$ cat src/rtl/rib_pkg.sv
// rib_pkg: shared RIB bus widths and slave response-queue sizing.
package rib_pkg;
    localparam int RIB_DW = 32;
    localparam int RIB_AW = 32;
    localparam int RIB_SW = 4;
    localparam int RIB_SLV_SEL_W = 4;
    localparam int RIB_RSP_FIFO_DEPTH = 2;
endpackage

$ cat src/rtl/rib_rsp_fifo.sv
// rib_rsp_fifo: small synchronous FIFO holding RIB responses the master has not yet taken.
module rib_rsp_fifo
    import rib_pkg::*;
(
    input  logic              clk,
    input  logic              rst,
    input  logic              push,
    input  logic              pop,
    input  logic [RIB_DW-1:0] din,
    output logic              full,
    output logic              empty,
    output logic [RIB_DW-1:0] head
);
    localparam int PW = $clog2(RIB_RSP_FIFO_DEPTH);

    logic [RIB_DW-1:0] mem [RIB_RSP_FIFO_DEPTH];
    logic [PW-1:0]     wr_ptr, rd_ptr;
    logic [PW:0]       count;

    assign full  = count == (PW+1)'(RIB_RSP_FIFO_DEPTH);
    assign empty = count == '0;
    assign head  = mem[rd_ptr];

    always_ff @(posedge clk or posedge rst) begin
        if (rst) begin
            wr_ptr <= '0;
            rd_ptr <= '0;
            count  <= '0;
        end else begin
            wr_ptr <= wr_ptr + PW'(push);
            rd_ptr <= rd_ptr + PW'(pop);
            count  <= count + (PW+1)'(push) - (PW+1)'(pop);
        end
    end

    // Storage needs no reset; occupancy alone decides what is valid.
    always_ff @(posedge clk) begin
        if (push) mem[wr_ptr] <= din;
    end

    a_no_overflow: assert property (@(posedge clk) disable iff (rst) !(push && full));
    a_no_underflow: assert property (@(posedge clk) disable iff (rst) !(pop && empty));
endmodule

$ cat src/rtl/rib_sram_slave.sv
// rib_sram_slave: RIB slave endpoint driving a 1-cycle-latency single-port SRAM,
// with up to two outstanding requests and an in-order response queue.
module rib_sram_slave
    import rib_pkg::*;
#(
    parameter  int DEPTH = 4096,
    localparam int AW    = $clog2(DEPTH)
) (
    input  logic              clk,
    input  logic              rst,
    input  logic [RIB_AW-1:0] addr_i,
    input  logic [RIB_DW-1:0] data_i,
    input  logic [RIB_SW-1:0] sel_i,
    input  logic              req_vld_i,
    input  logic              rsp_rdy_i,
    input  logic              we_i,
    output logic              req_rdy_o,
    output logic              rsp_vld_o,
    output logic [RIB_DW-1:0] data_o,
    output logic              ram_en_o,
    output logic              ram_we_o,
    output logic [RIB_SW-1:0] ram_be_o,
    output logic [AW-1:0]     ram_addr_o,
    output logic [RIB_DW-1:0] ram_wdata_o,
    input  logic [RIB_DW-1:0] ram_rdata_i
);
    localparam int OFFSET_W = RIB_AW - RIB_SLV_SEL_W;

    logic [1:0]        cnt;
    logic              inflight_vld, inflight_we;
    logic              acc, pop, fifo_push, fifo_pop, fifo_full, fifo_empty;
    logic [RIB_DW-1:0] rsp_word, fifo_head;
    logic              unused_addr;

    assign unused_addr = ^{addr_i[RIB_AW-1:OFFSET_W], addr_i[OFFSET_W-1:AW+2], addr_i[1:0], fifo_full};

    assign req_rdy_o   = cnt < 2'd2;
    assign acc         = req_vld_i & req_rdy_o;
    assign ram_en_o    = acc;
    assign ram_we_o    = acc & we_i;
    assign ram_be_o    = we_i ? sel_i : '1;
    assign ram_addr_o  = addr_i[AW+1:2];
    assign ram_wdata_o = data_i;

    // Write responses and idle cycles carry zero rather than stale SRAM output.
    assign rsp_word  = (inflight_vld & ~inflight_we) ? ram_rdata_i : '0;
    assign rsp_vld_o = ~fifo_empty | inflight_vld;
    assign data_o    = fifo_empty ? rsp_word : fifo_head;
    assign pop       = rsp_vld_o & rsp_rdy_i;
    assign fifo_pop  = pop & ~fifo_empty;
    assign fifo_push = inflight_vld & ~(pop & fifo_empty);

    always_ff @(posedge clk or posedge rst) begin
        if (rst) begin
            cnt          <= '0;
            inflight_vld <= 1'b0;
            inflight_we  <= 1'b0;
        end else begin
            cnt          <= cnt + 2'(acc) - 2'(pop);
            inflight_vld <= acc;
            inflight_we  <= acc & we_i;
        end
    end

    rib_rsp_fifo u_fifo (
        .clk   (clk),
        .rst   (rst),
        .push  (fifo_push),
        .pop   (fifo_pop),
        .din   (rsp_word),
        .full  (fifo_full),
        .empty (fifo_empty),
        .head  (fifo_head)
    );
endmodule

$ cat config.mk
export PLATFORM = sky130hd
export DESIGN_NAME = rib_sram_slave
export DESIGN_NICKNAME = d
export VERILOG_FILES = /design/src/rtl/rib_pkg.sv /design/src/rtl/rib_rsp_fifo.sv /design/src/rtl/rib_sram_slave.sv
export SDC_FILE = /design/constraint.sdc
export NUM_CORES = 1
export LEC_CHECK = 0
export ABC_AREA = 1
export ABC_CLOCK_PERIOD_IN_PS = 2400
export CAP_MARGIN = 15
export CORE_MARGIN = 5
export CORE_UTILIZATION = 25
export DETAILED_ROUTE_END_ITERATION = 8
export PLACE_DENSITY = 0.58
export SETUP_SLACK_MARGIN = 0.15
export SLEW_MARGIN = 20
export SYNTH_ARGS = -nofsm -noshare
export SYNTH_HDL_FRONTEND = slang
export SYNTH_SLANG_ARGS = --single-unit
$ cat constraint.sdc
create_clock -name clk -period 2.4 [get_ports clk]
set_input_delay 0.48 -clock clk [delete_from_list [all_inputs] [get_ports clk]]
set_output_delay 0.48 -clock clk [all_outputs]
set_load 0.01 [all_outputs]
======== Word level (Yosys, flattened, before mapping) ========
Memories as Yosys holds them, arrays and structs flattened.
Cells that the tools add are included.
storage, ports and cells
  bits in registers ....................... 8
  RAM bits ................................ 64
  input bits .............................. 105
  output and inout port bits .............. 84
  word-level logic and storage cells ...... 31
  memories kept ........................... 1
memory list
  memory      words  bits a word  read ports  clocked after memory_dff  write ports  RTL line            source
  u_fifo.mem  2      32           1           0                         1            rib_rsp_fifo.sv:16  logic [RIB_DW-1:0] mem [RIB_RSP_FIFO_DEPTH];
operators by class
  $add $sub $neg .......................... 6
  magnitude comparators ................... 1
  muxes and demuxes ....................... 5
  bitwise gates (word level) .............. 11
  reduce and logical (&&, ||, !) cells .... 1
operators with widths
  cell                                                count
  32-bit two-way mux                                  2
  1-bit bitwise AND                                   7
  2-bit by 1-bit adder with 2-bit output              2
  4-bit two-way mux                                   1
  2-bit by 1-bit subtractor with 2-bit output         2
  1-bit inverter                                      3
  1-bit adder                                         2
  2-bit logical NOT                                   1
  2-bit less-than comparator (second input constant)  1
  1-bit two-way mux                                   2
  1-bit bitwise OR                                    1

======== Depth between registers and ports, before layout ========
  depth in word-level cells ............... 9
  depth in mapped cells ................... 9
  mapped depth without buffers ............ 9

======== By module ========
From an unflattened synthesis, not the netlist that was laid out.
unflattened totals
  cell total of the unflattened synthesis .. 444
  area total of the unflattened synthesis .. 4,316.6 µm²
by module, submodules not included
  module          instances  cells each  area each (µm²)  seq. area each (µm²)
  rib_rsp_fifo    1          192         2,718.9          2,021.9
  rib_sram_slave  1          252         1,597.8          100.1

======== Worst setup path after synthesis ========
No wires, ideal clock.
  path type ............................... input to register
  from .................................... in rsp_rdy_i
  to ...................................... mem u_fifo.mem[1][0] (enable)
  library setup time ...................... 0.421 ns
  arrival ................................. 2.005 ns
  data required time ...................... 1.979 ns
  setup slack ............................. -0.026 ns
  cell stages on the path ................. 3
  path buffers ............................ 0
  path through ............................ nand2_1 -> nand2_1 -> nor2_1
on the way
  word-level cells in the longest chain between the ends .. 6
ends and longest elaborated chain
  element                                  RTL line              source
  start: declaration                       rib_sram_slave.sv:15  input logic rsp_rdy_i,
  1-bit bitwise AND                        rib_sram_slave.sv:49  assign pop = rsp_vld_o & rsp_rdy_i;
  1-bit bitwise AND                        rib_sram_slave.sv:51  assign fifo_push = inflight_vld & ~(pop & fifo_empty);
  1-bit inverter                           rib_sram_slave.sv:51
  1-bit bitwise AND                        rib_sram_slave.sv:51
  1-bit two-way mux                        rib_rsp_fifo.sv:38    if (push) mem[wr_ptr] <= din;
  1-bit two-way mux (not written as such)  rib_rsp_fifo.sv:38
  end: declaration                         rib_rsp_fifo.sv:16
Every way passes these cells.

======== Worst setup path after layout ========
  from .................................... in req_vld_i
  to ...................................... out ram_en_o
on the way
  word-level cells in the longest chain between the ends .. 1
ends and longest elaborated chain
  element             RTL line              source
  start: declaration  rib_sram_slave.sv:14  input logic req_vld_i,
  1-bit bitwise AND   rib_sram_slave.sv:38  assign acc = req_vld_i & req_rdy_o;
  end: declaration    rib_sram_slave.sv:20  output logic ram_en_o,
Every way passes these cells.

==> out/metrics.cfg <==
[clock_tree]
clockBufferDepth=2
clock_sinks=72
worstSkewPairLatency_ns=0.32
cts_root_buffer=clkbuf_16
cts_buffers=9
cts_tree=done
cts.reportedPaths.clkPinSlew_ns=0.06
htree_num_levels=3

[timing]
fin_crit_sh_pct=89.6
setup_viol=0
clock_skew_ns=0.00757
min_period_ns=2.15
clock.fmax_mhz=465
hold_violations=0
drv_slew=0
tns_ns=0
hold_slack_ns=0.411
maxSlewHeadroom_pct=66.2
worst_pin_slew_ns=0.507
rsz0062_at_grt=yes

[critical_path]
worstSetupStartpointType=input port
r2r_setup_slack_ns=0.52
crit_arrival_ns=1.67
rr_endpoint=u_fifo.mem[0][16]
regToRegStartpoint=u_fifo.count[1]
crit_fanout=3
crit_type=in -> out
rr_worst_depth=6
endpoint_kind=output pin
required_ns=1.92

[synthesis]
syn_area_um2=4040
synth_fp_nets=514
synthArstFlopShare_pct=11.1
yosysWarnings=0
seq_area_frac_synth_pct=52.5
avgSynthCellArea_um2=9.97
synthFlopType=edfxtp_1
synth_edf_count=64
synth_cell_type_count=22
synth_cells=405
ys_seq_elements=72

[floorplanning]
initial_core_util_pct=25.4
core_um2=15900
die-area_um2=18800
dieWidth_um=137
io-pin-count=189
die_h_um=137
rows=46

[place]
port-buffer-count=80
dp.cells=650
dpl_cell_area_um2=4760
dp_hpwl_mm=5.61
gp_congestion=0.700

[finish]
register_area_um2=2120
drive_gt1_share_pct=21.8
final_cells=680
multi_input_area_um2=1180
area_delta_synth_final_pct=29.0
fin_area_um2=5210
nNetsFinal=568
insertedDiodeCount=0
fillers=1656

[grt]
gr-total-overflow=0
grt_pass1_vias=2748
grt_pass1_wl_mm=14.0
antenna_found_initial=0
grt_max_degree=34
grt_usage_pct=9.69

[power]
p_clk_share_pct=23.8
p_comb_share_pct=46.7
ir_drop_mv=0.443
p_leak_nw=2.26
total_power_mw=6.09
pwr_density_cell_nw_per_um2=1170
swShare_pct=36.1
intPower_mw=3.89
p_seq_share_pct=29.5
power.switching_mw=2.20

[drt]
drtIter0Drc=114
viasPerCell=3.92
drc=0
post_drt_wl_per_cell_um=12.8
postRouteAntennaNets=0
routed_wl_mm=8.68
drtPass1Iterations=4
vias=2663

[run]
maxCapViolCount=0

[outcome]
status=completed

[hold_path]
hold_path.class=in -> async

## final cells by class
cell class / instances / share of cell area [%]
Clock inverter: 4 / 1.46
Clock buffer: 12 / 4.92
Multi-Input combinational cell: 191 / 22.6
Timing Repair Buffer: 102 / 18.6
Tap cell: 216 / 5.19
Sequential cell: 72 / 40.7
Timing Repair inverter: 1 / 0.168
Inverter: 82 / 6.29
## power groups by stage
stage          registers, mW  clock network (mW)  logic, mW
2_1_floorplan           1.81                   0       1.70
3_3_place_gp            1.82                   0       2.83
3_5_place_dp            1.83                   0       2.86
4_1_cts                 1.80                1.50       2.97
5_1_grt                 1.82                1.56       3.19
6_report                1.80                1.45       2.84
## cells in the final DEF, fill, tap and decap left out, types with 2 or more instances in the layout
cell               n
buf_12             4
buf_2              5
buf_4             14
buf_6              2
bufinv_16          2
clkbuf_16          9
clkbuf_2          14
clkbuf_8           2
clkdlybuf4s15_1    2
clkdlybuf4s50_1   42
dfrtp_1            7
dlygate4sd2_1     12
dlymetal6s2s_1     5
edfxtp_1          64
ha_1               3
inv_1             79
nand2_1          107
nor2_1             2
nor2_2             2
nor2_4            32
o211ai_1          32
or2_2              4
xor2_1             2
## worst max-delay path by stage
stage	start	cells after the start	slack [ns]	endpoint
6_report	req_vld_i	4	0.25	ram_en_o
4_1_cts	u_fifo.count[1]	6	0.03	data_o[0]
5_1_grt	u_fifo.count[0]	7	0.15	data_o[18]
2_1_floorplan	rsp_rdy_i	4	0.45	u_fifo.mem[0][0]
3_5_place_dp	rsp_rdy_i	5	-0.006	u_fifo.mem[0][16]
3_3_place_gp	rsp_rdy_i	5	0.05	u_fifo.mem[0][16]
## metrics by stage
| stage | worst slack, ns | util [%] |
|---|---|---|
| 5_1_grt | 0.148 | 32.8 |
| 4_1_cts | 0.0304 | 33.1 |
| 3_3_place_gp | 0.0495 | 30.0 |
| 3_5_place_dp | -0.00610 | 30.0 |
| 6_report | 0.250 | 32.8 |
| 2_1_floorplan | 0.453 | - |
## cell families after synthesis
family / after synthesis / synth area share [%]
AO/OA/AOI/OAI: 33 / 6.07
XOR/XNOR: 3 / 0.651
adder cells (fa/ha/maj): 4 / 1.24
flip-flops: 72 / 52.5
buffers and inverters: 142 / 18.9
AND/OR/NAND/NOR: 151 / 20.6
## synth_stat cells, types with 2 or more instances
library cell / n / area share [%]
o211ai_1: 32 / 5.9
xor2_1: 2 / 0.43
inv_2: 2 / 0.19
dfrtp_1: 8 / 5.0
ha_1: 4 / 1.2
nand2_1: 107 / 9.9
buf_12: 3 / 1.5
inv_1: 79 / 7.3
or2_2: 4 / 0.62
nor2_4: 31 / 8.6
edfxtp_1: 64 / 48
nor2_1: 5 / 0.46
buf_2: 12 / 1.5
buf_4: 44 / 8.2
## sequential cells by signal, indices dropped and copies added (netlist names)
signal,cells
inflight_we,1
u_fifo.wr_ptr,1
u_fifo.rd_ptr,1
u_fifo.count,2
u_fifo.mem,64
cnt,2
inflight_vld,1
## metal layers
layer  GRT usage, %  part of all wire (%)  routed length, um  up-vias
met5              0                     0                  0        -
met4           4.49                   3.4                297        0
met3           3.20                   7.2                623       49
met2           15.4                    46               3990       83
met1           11.9                    43               3770     1197
li1               -                     -                  -     1334
## repair_timing
item,CTS,global route
setup buffers,10,2
pin swaps,4,3
cloned,3,0
endpoints found under the setup margin,67,60
hold buffers,0,0
resized for setup,56,42
## worst max-delay path: stages
cell and delay [ns]:
clkdlybuf4s50_1 0.45, inv_1 0.05, nor2_2 0.13, clkdlybuf4s50_1 0.56
No activity file was read; power rests on OpenSTA's default activity.
